<file path="config.mk">
export PLATFORM = sky130hd
export DESIGN_NAME = resp_tree_pipe
export DESIGN_NICKNAME = d
export VERILOG_FILES = /design/src/rtl/resp_tree_pipe.sv
export SDC_FILE = /design/constraint.sdc
export NUM_CORES = 1
export LEC_CHECK = 0
export BUFFER_PORTS_ARGS = -buffer_cell sky130_fd_sc_hd__buf_2
export CORE_ASPECT_RATIO = 0.6
export CORE_MARGIN = 5
export CORE_UTILIZATION = 44
export CTS_BUF_LIST = sky130_fd_sc_hd__clkbuf_4
export DETAILED_ROUTE_END_ITERATION = 12
export PLACE_DENSITY_LB_ADDON = 0.05
export SLEW_MARGIN = 20
export SYNTH_ARGS = -nofsm -noshare
export SYNTH_HDL_FRONTEND = slang
export SYNTH_SLANG_ARGS = --single-unit
</file>
<file path="constraint.sdc">
create_clock -name clk -period 2.3 [get_ports clk]
set_input_delay 0.46 -clock clk [delete_from_list [all_inputs] [get_ports clk]]
set_output_delay 0.46 -clock clk [all_outputs]
set_load 0.02 [all_outputs]
</file>
<file path="src/rtl/resp_tree_pipe.sv">
// Pipelined response fan-in tree: merges per-bank read responses into one master port,
// tracks the winning bank index and flags/counts illegal multi-bank collisions.
module resp_tree_pipe #(
    parameter int unsigned N_SLAVE    = 4,
    parameter int unsigned DATA_WIDTH = 32,
    parameter int unsigned PIPELINE   = 0,
    parameter int unsigned CNT_WIDTH  = 8,
    localparam int unsigned D         = $clog2(N_SLAVE),
    localparam int unsigned SRC_W     = (D > 0) ? D : 1
) (
    input  logic                          clk,
    input  logic                          rst,
    input  logic [N_SLAVE-1:0]            data_r_valid_i,
    input  logic [N_SLAVE*DATA_WIDTH-1:0] data_r_rdata_i,
    input  logic                          cnt_clr_i,
    output logic                          data_r_valid_o,
    output logic [DATA_WIDTH-1:0]         data_r_rdata_o,
    output logic [SRC_W-1:0]              data_r_src_o,
    output logic                          coll_o,
    output logic [CNT_WIDTH-1:0]          coll_cnt_o
);

    localparam int unsigned P = 1 << D;
    localparam logic [CNT_WIDTH-1:0] CNT_MAX = {CNT_WIDTH{1'b1}};

    // Heap-ordered tree: node 1 is the root, node i has children 2i/2i+1, leaves are P..2P-1.
    logic [2*P-1:1]        t_v;
    logic [2*P-1:1]        t_c;
    logic [DATA_WIDTH-1:0] t_d [1:2*P-1];
    logic [SRC_W-1:0]      t_s [1:2*P-1];

    for (genvar k = 0; k < P; k++) begin : g_leaf
        if (k < N_SLAVE) begin : g_in
            assign t_v[P+k] = data_r_valid_i[k];
            assign t_d[P+k] = data_r_rdata_i[k*DATA_WIDTH +: DATA_WIDTH];
        end else begin : g_pad
            assign t_v[P+k] = 1'b0;
            assign t_d[P+k] = {DATA_WIDTH{1'b0}};
        end
        assign t_c[P+k] = 1'b0;
        assign t_s[P+k] = {SRC_W{1'b0}};
    end

    for (genvar i = 1; i < P; i++) begin : g_node
        // Select bit lands at the node's height-1, so the root contributes the src MSB.
        localparam int unsigned POS = D - $clog2(i + 1);
        localparam logic [SRC_W-1:0] SEL_BIT = SRC_W'(1) << POS;

        logic                  v0, v1, nv, nc;
        logic [DATA_WIDTH-1:0] nd;
        logic [SRC_W-1:0]      ns;

        assign v0 = t_v[2*i];
        assign v1 = t_v[2*i+1];
        assign nv = v0 | v1;
        assign nc = (v0 & v1) | t_c[2*i] | t_c[2*i+1];
        assign nd = v0 ? t_d[2*i] : t_d[2*i+1];
        assign ns = v0 ? t_s[2*i] : (t_s[2*i+1] | SEL_BIT);

        if ((PIPELINE != 0) && (i != 1)) begin : g_reg
            logic                  v_q, c_q;
            logic [DATA_WIDTH-1:0] d_q;
            logic [SRC_W-1:0]      s_q;

            // Level register: valid/coll every cycle, payload only with a valid response.
            always_ff @(posedge clk) begin
                if (rst) begin
                    v_q <= 1'b0;
                    c_q <= 1'b0;
                    d_q <= {DATA_WIDTH{1'b0}};
                    s_q <= {SRC_W{1'b0}};
                end else begin
                    v_q <= nv;
                    c_q <= nc;
                    if (nv) begin
                        d_q <= nd;
                        s_q <= ns;
                    end
                end
            end

            assign t_v[i] = v_q;
            assign t_c[i] = c_q;
            assign t_d[i] = d_q;
            assign t_s[i] = s_q;
        end else begin : g_comb
            assign t_v[i] = nv;
            assign t_c[i] = nc;
            assign t_d[i] = nd;
            assign t_s[i] = ns;
        end
    end

    logic                  valid_q, coll_q;
    logic [DATA_WIDTH-1:0] rdata_q;
    logic [SRC_W-1:0]      src_q;
    logic [CNT_WIDTH-1:0]  cnt_q, cnt_d;

    // Counter steps on the same edge that loads coll_o, so the count lines up with the pulse.
    always_comb begin
        cnt_d = cnt_q;
        if (cnt_clr_i) begin
            cnt_d = {CNT_WIDTH{1'b0}};
        end else if (t_c[1] && (cnt_q != CNT_MAX)) begin
            cnt_d = cnt_q + CNT_WIDTH'(1);
        end else begin
            cnt_d = cnt_q;
        end
    end

    // Output register stage fed by the tree root.
    always_ff @(posedge clk) begin
        if (rst) begin
            valid_q <= 1'b0;
            coll_q  <= 1'b0;
            rdata_q <= {DATA_WIDTH{1'b0}};
            src_q   <= {SRC_W{1'b0}};
            cnt_q   <= {CNT_WIDTH{1'b0}};
        end else begin
            valid_q <= t_v[1];
            coll_q  <= t_c[1];
            cnt_q   <= cnt_d;
            if (t_v[1]) begin
                rdata_q <= t_d[1];
                src_q   <= t_s[1];
            end
        end
    end

    assign data_r_valid_o = valid_q;
    assign data_r_rdata_o = rdata_q;
    assign data_r_src_o   = src_q;
    assign coll_o         = coll_q;
    assign coll_cnt_o     = cnt_q;

endmodule

</file>
==> out/metrics.yaml, run 1 <==
outcome:
  outcome: "finished clean"
synth:
  syn-instance-count: 318
  post_synth_instance_area_um2: 2810
  synth.net_count: 454
  synth.avg_cell_area_um2: 8.83
  number_of_storage_elements_in_the_synthesis_netlist: 44
  yosys.cell_types.count: 31
  sequential_area_share_after_synthesis: 0.314
  yosysWarningCount: 0
sta:
  hold_viol: 0
  final.setup.worst_slack_ns: 0.654
  worst_slew_pin_slew_ns: 0.786
  worst_hold_slack_ns: 0.298
  period_needed_ns: 1.65
  timing.slew.headroom: 0.476
  fin_tns_setup_ns: 0
  final_setup_violating_endpoints: 0
  finalCritPeriodShare: 0.716
  setup_repair_after_global_routing_missed_its_margin: "no"
  fmax_mhz: 607
  final_max_slew_viol_count: 0
  clock_skew_ns: 0.000265
floorplanning:
  die-width_um: 113
  fp.dieArea_um2: 8130
  core.rowCount: 22
  floorplan.die.height_um: 71.9
  starting_density_of_the_core: 0.455
  ios: 179
  coreArea_um2: 6170
run:
  maxCapViolations: 0
clock_tree:
  worst_setup_hold_path_clk_slew_ns: 0.14
  clock_root_buffer: "clkbuf_4"
  cts.repair.resized: 0
  clock_insertion_delay_worst_skew_ns: 0.37
  clk_path_buf_depth: 2
  tritoncts: "done"
  cts-hold-fix-buffers: 0
  number_of_buffers_created_by_cts: 5
  cts.sinks: 44
  cts.repair_timing.setup_buffer_count: 0
  cts-htree-levels: 2
placement:
  placedCellCount: 558
  place_hpwl_um: 6390
  port-buffer-count: 178
  pre_cts_slack_ns: 0.265
  place_congestion: 0.867
  post_place_instance_area_um2: 3680
global_route:
  grt_util_all_layers: 0.204
  grt_first_pass_wirelength_um: 13400
  use_met3: 0.0835
  gr-max-usage-layer: "met2"
  first_global_vias: 2821
  grt_max_degree: 66
  globalRouteMet2Util: 0.325
  globalRouteOverflowTotal: 0
  grt_use_met1: 0.255
  antenna_found_initial: 1
setup_path:
  r2r_setup_slack_ns: 0.71
  setup.worst_path.start_class: "primary input"
  crit_path_end_kind: "flop"
  cp_data_required_time_ns: 2.52
  timing.critical_path.fanout_max: 65
  timing.setup.critical_path_class: "in2reg"
  cp.arrival_ns: 1.87
cells_and_area:
  num-nets-final: 617
  final_common_cell: "buf_2"
  fraction_of_final_layout_cells_with_drive_strength_greater_than_1: 0.469
  final_util: 0.610
  design_area_um2: 3760
  most-common-layout-cells: "178 x buf_2, 67 x mux2i_1, 44 x dfxtp_1"
  area_growth_pct: 34.0
  final_std_cells_w_o_fill: 567
route:
  drtPass1Iterations: 4
  drt_wl_total_um: 8220
  vias: 2845
  vias_per_std_cell: 5.02
  drt-initial-drc-count: 91
  post_drt_wl_per_cell_um: 14.5
  number_of_design_rule_violations_left_after_detail_routing: 0
  drtAntennaViolNets: 0
power:
  total_leakage_power_nw: 1.97
  power.total_mw: 1.85
  power-per-cell-area_nw_per_um2: 491
  worst_ir_drop_vdd_mv: 0.250
worst_hold_path:
  min-delay-path-class: "in2reg"
-- where the power goes --
| part | leakage [nW] | switching (mW) | internal (mW) |
|---|---|---|---|
| clock network | 0.0412 | 0.273 | 0.227 |
| registers | 0.364 | 0.0277 | 0.815 |
| logic | 1.56 | 0.271 | 0.235 |
| total | 1.97 | 0.572 | 1.28 |
-- kinds of logic after synthesis --
group                      share of synthesized area
AOI/OAI and AO/OA                              0.225
adders and majority gates                    0.00446
and+or+nand+nor                                0.161
DFF                                            0.314
muxes                                          0.239
buffers and inverters                         0.0570
-- routing by layer --
layer	up-vias	part of all wire
met4	0	0.0085
li1	1476	-
met3	4	0.11
met1	1261	0.42
met5	-	0
met2	104	0.45
-- cells in the mapped netlist, drive strengths merged --
master | number | share of area
clkbuf | 12 | 0.016
nor3 | 5 | 0.0089
or4 | 1 | 0.0040
nand4 | 5 | 0.011
a21boi | 1 | 0.0027
nor2b | 1 | 0.0022
or3 | 2 | 0.0045
buf | 14 | 0.038
a211oi | 34 | 0.15
nand2 | 39 | 0.052
nand3 | 4 | 0.0071
a21o | 1 | 0.0027
mux2i | 67 | 0.24
nor2 | 40 | 0.053
or2 | 2 | 0.0045
inv | 2 | 0.0027
nand4b | 1 | 0.0031
nor4 | 1 | 0.0022
and3 | 2 | 0.0045
ha | 1 | 0.0045
o211a | 1 | 0.0036
a31o | 1 | 0.0031
o21ai | 34 | 0.061
o211ai | 1 | 0.0027
dfxtp | 44 | 0.31
a21oi | 1 | 0.0018
and4 | 1 | 0.0031
-- layout make-up --
type	count	area (um^2)
clock buffers	5	37.5
well taps	84	105
fillers	574	2400
clock inverters	3	42.5
flip-flops and latches	44	881
multi-input cells	246	1770
inverters	2	7.51
repair buffers	182	921
diodes	1	2.50
-- worst max-delay path, cell delays in order --
cell	delay [ns]
buf_2	0.17
or4_4	0.91
nor2_1	0.25
a211oi_2	0.06
-- path summary, 6_finish.rpt --
check / endpoint / start / cells after the start
max: data_r_rdata_o[21] / data_r_valid_i[2] / 4
max reg2reg: coll_cnt_o[3] / coll_cnt_o[2] / 4
min: data_r_src_o[0] / data_r_valid_i[0] / 2
min reg2reg: coll_cnt_o[6] / coll_cnt_o[6] / 2
-- state kept, by name, indices dropped and copies added, names as in the netlist --
name and count:
data_r_rdata_o 32, data_r_valid_o 1, data_r_src_o 2, coll_cnt_o 8, coll_o 1
Power figures use the tool's default switching activity.
==> run 2, diff against run 1 <==
CORE_UTILIZATION = 40   (was 44)
clock period = 1.5 ns   (was 2.3 ns; I/O delays follow)
==> out/metrics.yaml, run 2 (synthesis gave the netlist of run 1 again) <==
sta:
  final_max_slew_viol_count: 0  # unchanged
  period_needed_ns: 1.36
  hold_viol: 0  # unchanged
  final_setup_violating_endpoints: 0  # unchanged
  fmax_mhz: 733
  setup_repair_after_global_routing_missed_its_margin: "no"
  clock_skew_ns: 0.00260  # +0.00234 ns
  worst_slew_pin_slew_ns: 0.562  # -0.224 ns
  finalCritPeriodShare: 0.910
  timing.slew.headroom: 0.625  # +0.149
  final.setup.worst_slack_ns: 0.135  # -0.519 ns
  worst_hold_slack_ns: 0.245  # -0.0530 ns
placement:
  post_place_instance_area_um2: 3930  # +6.8%
  placedCellCount: 572  # +2.5%
  pre_cts_slack_ns: -0.0762  # -0.341 ns
  port-buffer-count: 178  # unchanged
  place_hpwl_um: 6570  # +2.8%
  place_congestion: 0.793  # -8.6%
route:
  number_of_design_rule_violations_left_after_detail_routing: 0  # unchanged
  vias: 2878  # +1.2%
  drt_wl_total_um: 8250  # +0.32%
  vias_per_std_cell: 4.96  # -1.1%
  post_drt_wl_per_cell_um: 14.2  # -1.9%
  drt-initial-drc-count: 47  # -48%
  drtAntennaViolNets: 0  # unchanged
  drtPass1Iterations: 4  # unchanged
cells_and_area:
  num-nets-final: 628  # +1.8%
  most-common-layout-cells: "178 x buf_2, 67 x mux2i_1, 42 x dfxtp_1"
  final_common_cell: "buf_2"
  fraction_of_final_layout_cells_with_drive_strength_greater_than_1: 0.519  # +0.0504
  design_area_um2: 4000  # +6.2%
  area_growth_pct: 42.3
  max_reg_flops: 32  # unchanged
  antenna_cells: 0  # -1
  nFillCells: 644  # +12%
  final_std_cells_w_o_fill: 580  # +2.3%
power:
  sw_ratio: 0.314  # +0.00472
  power.share.sequential: 0.482  # +0.026
  pwr-share-clk: 0.215  # -0.056
  power.net_switching_mw: 0.850  # +48%
  worst_ir_drop_vdd_mv: 0.348  # +39%
  pwr-share-comb: 0.302  # +0.028
  total_leakage_power_nw: 2.04  # +3.8%
  internal_pwr_total_mw: 1.85  # +45%
  power-per-cell-area_nw_per_um2: 677  # +38%
global_route:
  first_global_vias: 2733  # -3.1%
  antenna_found_initial: 0  # -1
  grt_util_all_layers: 0.180  # -0.0240
  grt_max_degree: 51  # -23%
  globalRouteOverflowTotal: 0  # unchanged
  grt_first_pass_wirelength_um: 13200  # -1.7%
setup_path:
  setup.worst_path.start_class: "flop"
  cp.arrival_ns: 1.65  # -0.22 ns
  cp_data_required_time_ns: 1.79  # -0.73 ns
  timing.critical_path.fanout_max: 5  # -92%
  timing.setup.critical_path_class: "reg2reg"
  crit_path_end_kind: "flop"
floorplanning:
  coreArea_um2: 6760  # +9.7%
  ios: 179  # unchanged
  fp.dieArea_um2: 8850  # +8.8%
  core.rowCount: 23  # +4.5%
  floorplan.die.height_um: 74.9  # +4.2%
  die-width_um: 118  # +4.5%
  starting_density_of_the_core: 0.415  # -0.0402
clock_tree:
  clk_path_buf_depth: 2  # unchanged
  clock_insertion_delay_worst_skew_ns: 0.34  # -0.03 ns
  clock_root_buffer: "clkbuf_4"
  cts-htree-levels: 2  # unchanged
  tritoncts: "done"
  cts.sinks: 44  # unchanged
  number_of_buffers_created_by_cts: 5  # unchanged
  cts.repair_timing.setup_buffer_count: 0  # unchanged
  cts-hold-fix-buffers: 0  # unchanged
  worst_setup_hold_path_clk_slew_ns: 0.13  # about the same
worst_hold_path:
  min-delay-path-class: "in2reg"
run:
  maxCapViolations: 0  # unchanged
outcome:
  outcome: "finished clean"
==> run 2: cell count changes in the layout (fill, tap and decap cells not counted), moves of 2 or more <==
cell	before	now
nor2_1	40	23
nor2_4	0	12
buf_4	4	10
buf_12	0	5
nor2_2	0	5
clkbuf_4	5	7
dfxtp_1	44	42
dfxtp_2	0	2
==> run 2: power groups by stage <==
stage,Sequential (mW),Combinational (mW),Clock (mW)
2_1_floorplan,1.43,0.393,0
3_3_place_gp,1.33,0.814,0
3_5_place_dp,1.33,0.827,0
4_1_cts,1.31,0.830,0.605
5_1_grt,1.32,0.901,0.663
6_report,1.30,0.817,0.582
==> run 2: metal layers <==
metal	track usage	vias up	share of wire
li1	-	1492	-
met1	0.236	1269	0.46
met2	0.298	111	0.44
met3	0.0593	6	0.093
met4	0.0293	0	0.0051
met5	0	-	0
==> run 2: layout make-up <==
class / count / area (um^2) / share of cell area
Timing Repair Buffer: 193 / 1070 / 0.267
Clock inverter: 1 / 3.75 / 0.000939
Inverter: 2 / 7.51 / 0.00188
Clock buffer: 7 / 52.6 / 0.0131
Sequential cell: 44 / 883 / 0.221
Multi-Input combinational cell: 246 / 1870 / 0.469
Tap cell: 87 / 109 / 0.0272
==> run 2: per-stage QoR <==
| step | setup TNS (ns) | power, mW | utilization |
|---|---|---|---|
| 2_1_floorplan | -0.404 | 1.82 | - |
| 3_3_place_gp | -1.21 | 2.14 | 0.581 |
| 3_5_place_dp | -1.82 | 2.16 | 0.581 |
| 4_1_cts | 0 | 2.74 | 0.590 |
| 5_1_grt | 0 | 2.88 | 0.591 |
| 6_report | 0 | 2.70 | 0.591 |
==> run 2: path summary, 6_finish.rpt <==
path | start | to | slack, ns | cells past startpoint
worst min-delay path | cnt_clr_i | coll_cnt_o[5] | 0.24 | 3
worst max-delay path | coll_cnt_o[1] | coll_cnt_o[5] | 0.14 | 5
worst min register to register | data_r_rdata_o[0] | data_r_rdata_o[0] | 0.50 | 2
worst max register to register | coll_cnt_o[1] | coll_cnt_o[5] | 0.14 | 5
==> run 2: repair_timing <==
item / in CTS / in global routing
hold endpoints to repair: 0 / 0
setup endpoints to repair: 0 / 3
gates resized for setup: 0 / 3
==> run 2: critical path: stages, from the launching register on <==
cell,delay (ns)
dfxtp_1,0.40
ha_1,0.19
nand3_1,0.09
or2_2,0.33
nand4_1,0.12
mux2i_1,0.18
